<file path="src/rtl/prog_loader_pkg.sv">
// prog_loader_pkg: shared FSM state type and framing constants.
// Optional checksum stage is selected by PROG_LOADER_CHECKSUM_EN.
package prog_loader_pkg;

    localparam int BYTES_PER_WORD = 4;
    localparam int HDR_BYTES      = 2;

    typedef enum logic [2:0] {
        HDR0,
        HDR1,
        DATA,
        WRITE,
        CSUM,
        DONE,
        ERR
    } loader_state_t;

endpackage

</file>
<file path="src/rtl/prog_loader_if.sv">
// prog_loader_if: byte stream handshake plus instruction-memory write port.
// master = stream source / memory side, slave = loader.
interface prog_loader_if #(
    parameter int unsigned A_WIDTH = 32,
    parameter int unsigned D_WIDTH = 32
);

    logic               byte_valid;
    logic [7:0]         byte_data;
    logic               byte_ready;
    logic               mem_we;
    logic [A_WIDTH-1:0] mem_addr;
    logic [D_WIDTH-1:0] mem_wdata;

    modport master (
        output byte_valid,
        output byte_data,
        input  byte_ready,
        input  mem_we,
        input  mem_addr,
        input  mem_wdata
    );

    modport slave (
        input  byte_valid,
        input  byte_data,
        output byte_ready,
        output mem_we,
        output mem_addr,
        output mem_wdata
    );

endinterface

</file>
<file path="src/rtl/prog_loader_byte_packer.sv">
// byte_packer: collects four stream bytes into a little-endian word.
// word/word_full include the byte being pushed this cycle.
module byte_packer
    import prog_loader_pkg::*;
(
    input  logic        clk,
    input  logic        rst_n,
    input  logic        clr,
    input  logic        push,
    input  logic [7:0]  din,
    output logic        word_full,
    output logic [31:0] word
);

    logic [1:0]  lane_q, lane_d;
    logic [31:0] sreg_q, sreg_d;

    // New bytes enter at the top so the first byte ends in bits [7:0]
    always_comb begin
        lane_d = lane_q;
        sreg_d = sreg_q;
        if (clr) begin
            lane_d = '0;
            sreg_d = '0;
        end else if (push) begin
            lane_d = lane_q + 2'd1;
            sreg_d = {din, sreg_q[31:8]};
        end
    end

    // Lane counter and shift register
    always_ff @(posedge clk or negedge rst_n) begin
        if (!rst_n) begin
            lane_q <= '0;
            sreg_q <= '0;
        end else begin
            lane_q <= lane_d;
            sreg_q <= sreg_d;
        end
    end

    assign word_full = push && !clr
                       && (lane_q == 2'(BYTES_PER_WORD - 1));
    assign word      = {din, sreg_q[31:8]};

endmodule

</file>
<file path="src/rtl/prog_loader.sv">
// prog_loader: framed byte stream to instruction memory, CPU held in reset.
// Define PROG_LOADER_CHECKSUM_EN to require a trailing 8-bit sum byte.
module prog_loader
    import prog_loader_pkg::*;
#(
    parameter int unsigned        A_WIDTH   = 32,
    parameter int unsigned        D_WIDTH   = 32,
    parameter int unsigned        MEM_WORDS = 256,
    parameter logic [A_WIDTH-1:0] BASE_ADDR = '0
) (
    input  logic         clk,
    input  logic         rst_n,
    prog_loader_if.slave bus,
    input  logic         reload,
    output logic         cpu_rst,
    output logic         done,
    output logic         err
);

    loader_state_t state_q, state_d;

    logic [7:0]         hdr_lo_q, hdr_lo_d;
    logic [15:0]        count_q, count_d;
    logic [A_WIDTH-1:0] word_idx_q, word_idx_d;
`ifdef PROG_LOADER_CHECKSUM_EN
    logic [7:0]         csum_q, csum_d;
`endif

    logic               byte_ready_q, byte_ready_d;
    logic               mem_we_q, mem_we_d;
    logic [A_WIDTH-1:0] mem_addr_q, mem_addr_d;
    logic [D_WIDTH-1:0] mem_wdata_q, mem_wdata_d;
    logic               cpu_rst_q, cpu_rst_d;
    logic               done_q, done_d;
    logic               err_q, err_d;

    logic        accept;
    logic        take_reload;
    logic        push;
    logic        word_full;
    logic [31:0] word;
    logic [15:0] hdr_count;

    assign accept      = bus.byte_valid && byte_ready_q;
    assign take_reload = reload && (state_q == DONE || state_q == ERR);
    assign push        = accept && (state_q == DATA);
    assign hdr_count   = {bus.byte_data, hdr_lo_q};

    byte_packer u_packer (
        .clk       (clk),
        .rst_n     (rst_n),
        .clr       (take_reload),
        .push      (push),
        .din       (bus.byte_data),
        .word_full (word_full),
        .word      (word)
    );

    // State and datapath registers
    always_ff @(posedge clk or negedge rst_n) begin
        if (!rst_n) begin
            state_q    <= HDR0;
            hdr_lo_q   <= '0;
            count_q    <= '0;
            word_idx_q <= '0;
`ifdef PROG_LOADER_CHECKSUM_EN
            csum_q     <= '0;
`endif
        end else begin
            state_q    <= state_d;
            hdr_lo_q   <= hdr_lo_d;
            count_q    <= count_d;
            word_idx_q <= word_idx_d;
`ifdef PROG_LOADER_CHECKSUM_EN
            csum_q     <= csum_d;
`endif
        end
    end

    // Frame sequencing: header, data words, optional checksum, end state
    always_comb begin
        state_d    = state_q;
        hdr_lo_d   = hdr_lo_q;
        count_d    = count_q;
        word_idx_d = word_idx_q;
`ifdef PROG_LOADER_CHECKSUM_EN
        csum_d     = csum_q;
`endif
        unique case (state_q)
            HDR0: begin
                if (accept) begin
                    hdr_lo_d = bus.byte_data;
                    state_d  = HDR1;
                end
            end
            HDR1: begin
                if (accept) begin
                    count_d = hdr_count;
                    if (hdr_count == 16'd0) begin
`ifdef PROG_LOADER_CHECKSUM_EN
                        state_d = CSUM;
`else
                        state_d = DONE;
`endif
                    end else if (32'(hdr_count) > MEM_WORDS) begin
                        state_d = ERR;
                    end else begin
                        state_d = DATA;
                    end
                end
            end
            DATA: begin
`ifdef PROG_LOADER_CHECKSUM_EN
                if (accept) begin
                    csum_d = csum_q + bus.byte_data;
                end
`endif
                if (word_full) begin
                    state_d    = WRITE;
                    word_idx_d = word_idx_q + A_WIDTH'(1);
                end
            end
            WRITE: begin
                if (word_idx_q == A_WIDTH'(count_q)) begin
`ifdef PROG_LOADER_CHECKSUM_EN
                    state_d = CSUM;
`else
                    state_d = DONE;
`endif
                end else begin
                    state_d = DATA;
                end
            end
            CSUM: begin
`ifdef PROG_LOADER_CHECKSUM_EN
                if (accept) begin
                    state_d = (bus.byte_data == csum_q) ? DONE : ERR;
                end
`else
                state_d = HDR0;
`endif
            end
            DONE, ERR: begin
                if (reload) begin
                    state_d    = HDR0;
                    word_idx_d = '0;
`ifdef PROG_LOADER_CHECKSUM_EN
                    csum_d     = '0;
`endif
                end
            end
            default: state_d = HDR0;
        endcase
    end

    // Registered outputs follow the state being entered
    always_comb begin
        byte_ready_d = (state_d == HDR0) || (state_d == HDR1)
                    || (state_d == DATA) || (state_d == CSUM);
        mem_we_d     = (state_d == WRITE);
        cpu_rst_d    = (state_d != DONE);
        done_d       = (state_d == DONE);
        err_d        = (state_d == ERR);
        mem_addr_d   = mem_addr_q;
        mem_wdata_d  = mem_wdata_q;
        if (word_full) begin
            mem_addr_d  = BASE_ADDR + (word_idx_q << 2);
            mem_wdata_d = D_WIDTH'(word);
        end
    end

    // Output registers
    always_ff @(posedge clk or negedge rst_n) begin
        if (!rst_n) begin
            byte_ready_q <= 1'b0;
            mem_we_q     <= 1'b0;
            mem_addr_q   <= BASE_ADDR;
            mem_wdata_q  <= '0;
            cpu_rst_q    <= 1'b1;
            done_q       <= 1'b0;
            err_q        <= 1'b0;
        end else begin
            byte_ready_q <= byte_ready_d;
            mem_we_q     <= mem_we_d;
            mem_addr_q   <= mem_addr_d;
            mem_wdata_q  <= mem_wdata_d;
            cpu_rst_q    <= cpu_rst_d;
            done_q       <= done_d;
            err_q        <= err_d;
        end
    end

    assign bus.byte_ready = byte_ready_q;
    assign bus.mem_we     = mem_we_q;
    assign bus.mem_addr   = mem_addr_q;
    assign bus.mem_wdata  = mem_wdata_q;
    assign cpu_rst        = cpu_rst_q;
    assign done           = done_q;
    assign err            = err_q;

endmodule
</file>
<file path="src/flat_wrapper.sv">
// flat-port wrapper written by rule: the top's interface ports become plain ports
module prog_loader_flat import prog_loader_pkg::*;
#(
    parameter int unsigned        A_WIDTH   = 32,
    parameter int unsigned        D_WIDTH   = 32,
    parameter int unsigned        MEM_WORDS = 256,
    parameter logic [A_WIDTH-1:0] BASE_ADDR = '0
)
  (clk, rst_n, reload, cpu_rst, done, err, bus_byte_valid, bus_byte_data, bus_byte_ready, bus_mem_we, bus_mem_addr, bus_mem_wdata);
  prog_loader_if #(.A_WIDTH(A_WIDTH), .D_WIDTH(D_WIDTH)) bus_i ();
  input  logic clk;
  input  logic rst_n;
  input  logic reload;
  output logic cpu_rst;
  output logic done;
  output logic err;
  input wire logic [$bits(bus_i.byte_valid)-1:0] bus_byte_valid;
  input wire logic [$bits(bus_i.byte_data)-1:0] bus_byte_data;
  output wire logic [$bits(bus_i.byte_ready)-1:0] bus_byte_ready;
  output wire logic [$bits(bus_i.mem_we)-1:0] bus_mem_we;
  output wire logic [$bits(bus_i.mem_addr)-1:0] bus_mem_addr;
  output wire logic [$bits(bus_i.mem_wdata)-1:0] bus_mem_wdata;
  assign bus_i.byte_valid = bus_byte_valid;
  assign bus_i.byte_data = bus_byte_data;
  assign bus_byte_ready = bus_i.byte_ready;
  assign bus_mem_we = bus_i.mem_we;
  assign bus_mem_addr = bus_i.mem_addr;
  assign bus_mem_wdata = bus_i.mem_wdata;
  prog_loader #(.A_WIDTH(A_WIDTH), .D_WIDTH(D_WIDTH), .MEM_WORDS(MEM_WORDS), .BASE_ADDR(BASE_ADDR)) u_core (.clk(clk), .rst_n(rst_n), .bus(bus_i), .reload(reload), .cpu_rst(cpu_rst), .done(done), .err(err));
endmodule
</file>
<file path="config.mk">
export PLATFORM = sky130hd
export DESIGN_NAME = prog_loader_flat
export DESIGN_NICKNAME = d
export VERILOG_FILES = /design/src/rtl/prog_loader_pkg.sv /design/src/rtl/prog_loader_if.sv /design/src/rtl/prog_loader_byte_packer.sv /design/src/rtl/prog_loader.sv /design/src/flat_wrapper.sv
export SDC_FILE = /design/constraint.sdc
export NUM_CORES = 1
export LEC_CHECK = 0
export CAP_MARGIN = 30
export CORE_ASPECT_RATIO = 1.25
export CORE_UTILIZATION = 50
export DETAILED_ROUTE_END_ITERATION = 7
export GPL_TIMING_DRIVEN = 0
export PLACE_DENSITY_LB_ADDON = 0.3
export RECOVER_POWER = 25
export SLEW_MARGIN = 20
export SYNTH_ARGS = -nofsm -noshare
export SYNTH_HDL_FRONTEND = slang
export SYNTH_SLANG_ARGS = --single-unit
export TNS_END_PERCENT = 30
</file>
<file path="constraint.sdc">
create_clock -name clk -period 4.3 [get_ports clk]
set_input_delay 0.645 -clock clk [delete_from_list [all_inputs] [get_ports clk]]
set_output_delay 0.645 -clock clk [all_outputs]
set_load 0.005 [all_outputs]
</file>
==> run metrics <==
mapped cell area=6560 sq um; VDD IR max=roughly 0.00032 V; Overflow after GRT=0; share of layout cells above drive strength 1=10.67%; final instance area=between 8000 and 9000 sq um; TritonCTS Buffers=17; Remaining DRCs=0; Fin. Hold Viols=0; fillers=1019; Crit Path Class=input port to flip-flop; post-detail-place hpwl=10.19 mm; Final GP Congestion=0.8949; most frequent CP cell=nand2_1; FFs w/ async S/R, synth=100.0%; sequential share of the synthesized area=between 50% and 60%; first-pass iteration count of the detailed router=5; Via density=5.390; Reg power frac=between 40% and 50%; Initial Util=51.57%; power share of the combinational group=24.6%; Critical Path Max Stage Delay=0.62 ns; DRT antenna net count=0; Antenna diodes=0; Hold Crit Class=flip-flop to flip-flop; failing checks=capacitance limit, slew limit; CP Data Arrival Time=3.21 ns; NetSw=around 1400 uW; Leakage=between 0.003 and 0.004 uW; count leader, synth=nand2_1; CP endpoint kind=flip-flop; Worst-Margin Slew=around 2.8 ns; post-route insts no fill=918; worst setup margin=1.446 ns; Core ar.=12720 sq um; Ports=81; Max-cap violations=1; Synth top area share=57.60%; outcome=complete, but fails checks; #FFs+latches synth=152; GR Util All Layers=23.63%; Post-synth EDFFs=0; predominant post-synthesis flop cell=dfrtp_1; Setup crit start kind=input port; crit path cell chain=clkdlybuf4s50_1 -> and4bb_2 -> buf_6 -> nand2_1 -> inv_1 -> clkbuf_1 -> clkbuf_1 -> nand2_1 -> nand2_1; fin nets=751; worst-path fanout max=10; CTS clk-pin slew, worst paths=0.06 ns; drt total wl=14.93 mm; Core Rows=46; Iteration-0 DRC Markers=190; Vert. Die Dim=about 130 um; syn_area_per_cell=10.28 sq um; CP max stage cell=clkbuf_1; root buffer cell=clkbuf_16; antenna violations before repair=0; TNS Setup=0 ns; CTS Sinks=152; max_slew headroom=-84.29%; Gate Count Post-Synth=between 600 and 700; top cells by area, synth=dfrtp_1 58%, nand2_1 12%, mux2_2 4.3%; Slew Viols, Final=51; final worst-path cycle share=66.37%; Int Power=~3600 uW; setup violators final=0; Net Sw Frac=between 20% and 30%; dpl cells=slightly below 900; Clock Power Share=about 33%; post-cts resize count=0; CTS tree=done; post-layout min period=about 2.9 ns; # hold bufs at CTS=0; largest net degree at the start of global routing=103; WP data required=4.66 ns; dominant cell type by area after synthesis=dfrtp_1; pwr/cell area=612.1 nW/um^2; Longest Clk Path Bufs=2; vias in the first global route=4967; synth unique cells=51; RSZ-0062 raised after global routing=no; Post-Place Worst Slack=1.088 ns; clk_skew=about 0.011 ns; dpl cell area=7592 sq um; Yosys warning total=0; Max Clk Rate=~350 MHz; Pwr Total=5040 uW; die width=104.5 um; port bufs=78; Skew-Pair Late Insertion Delay=0.42 ns; H-tree depth=4; first-pass GRT wire length=24.70 mm; die area=13590 sq um; synth-to-layout area growth=25.52%; WL/cell=16.26 um; list of most frequent post-synthesis cells=203 x nand2_1, 151 x dfrtp_1, 30 x xnor2_1, 29 x nor2_1, 26 x a22o_1; vias=4948; Post-CTS Setup Bufs=0
[final timing paths]
check | startpoint | end | slack (ns) | cells after the start
min reg2reg | u_core.bus.mem_addr[26]$_DFFE_PN0P_ | u_core.bus.mem_addr[26]$_DFFE_PN0P_ | 0.47 | 2
max | bus_byte_valid | u_core.bus.mem_wdata[10]$_DFFE_PN0P_ | 1.45 | 9
max reg2reg | u_core.u_packer.lane_q[0]$_DFFE_PN0P_ | u_core.bus.mem_wdata[10]$_DFFE_PN0P_ | 1.65 | 9
min | u_core.bus.mem_addr[26]$_DFFE_PN0P_ | u_core.bus.mem_addr[26]$_DFFE_PN0P_ | 0.47 | 2
max in group asynchronous | rst_n | u_core.bus.mem_wdata[9]$_DFFE_PN0P_ | 1.63 | 1
min in group asynchronous | rst_n | u_core.bus.mem_addr[26]$_DFFE_PN0P_ | 1.10 | 1
[placed cells by master, fill, tap and decap left out, types with 12 or more instances in the layout]
cell and n:
nand2_1 203, dfrtp_1 151, clkdlybuf4s50_1 77, xnor2_1 30, nor2_1 29, clkbuf_1 28, a22o_1 26, mux2_2 25
clkbuf_16 17, nand4_1 14, nor4_1 14, xor2_1 12, nand3_1 12
[worst max-delay path, delay by kind of cell]
family	cells	cell delay, ns
buf+inv	5	1.90
simple gates	4	0.66
[layout make-up]
| type | instances | area, sq um | area share (%) |
|---|---|---|---|
| clock buffer | 21 | 460.4 | 5.592 |
| buffer | 37 | 205.2 | 2.492 |
| sequential | 152 | 3805 | 46.21 |
| inverter | 5 | 18.77 | 0.2279 |
| timing repair buffer | 79 | 802.0 | 9.740 |
| tap | 168 | 210.2 | 2.553 |
| clock inverter | 11 | 192.7 | 2.340 |
| multi-input combinational | 445 | 2540 | 30.85 |
[per-layer routing]
metal | share of wire, % | up-vias | global-route usage [%] | wire (um)
met5 | 0 | - | 0 | 0
met4 | 3.1 | 0 | 12.35 | 467
met3 | 3.7 | 37 | 5.045 | 552
met2 | 51 | 144 | 39.27 | 7584
met1 | 42 | 2423 | 29.35 | 6320
li1 | - | 2344 | - | -
[sequential cells by signal, indices dropped and copies added (netlist names)]
signal                  count
u_core.bus.mem_wdata       32
u_core.word_idx_q          32
u_core.bus.mem_addr        30
u_core.u_packer.sreg_q     24
u_core.count_q             16
u_core.hdr_lo_q             8
u_core.state_q              3
u_core.u_packer.lane_q      2
u_core.bus.byte_ready       1
u_core.bus.mem_we           1
u_core.cpu_rst              1
u_core.done                 1
u_core.err                  1
[cells by family after synthesis]
group	Yosys count	share of synthesized area (%)
AOI/OAI and AO/OA	54	6.161
xor gates and xnor gates	42	5.607
adders and majority gates	2	0.3814
buffers and inverters	42	3.414
DFF	152	58.00
muxes	25	4.291
other	1	0.05716
and+or+nand+nor	320	22.09
[power groups by stage]
stage                     sequential [uW]  combinational (uW)  clock, uW
after global routing                 2200                1360       1730
after detailed placement             2160                1240          0
final                                2150                1240       1650
after floorplan                      2090                 730          0
after CTS                            2150                1250       1670
after global placement               2150                1190          0
[stage by stage]
step	hold slack [ns]	util (%)
floorplan	0.3494	-
global placement	0.4569	59.39
detailed placement	0.4620	59.69
CTS	0.1357	64.82
global route	0.4891	64.74
finish	0.4698	64.74
Power figures use the tool's default switching activity.
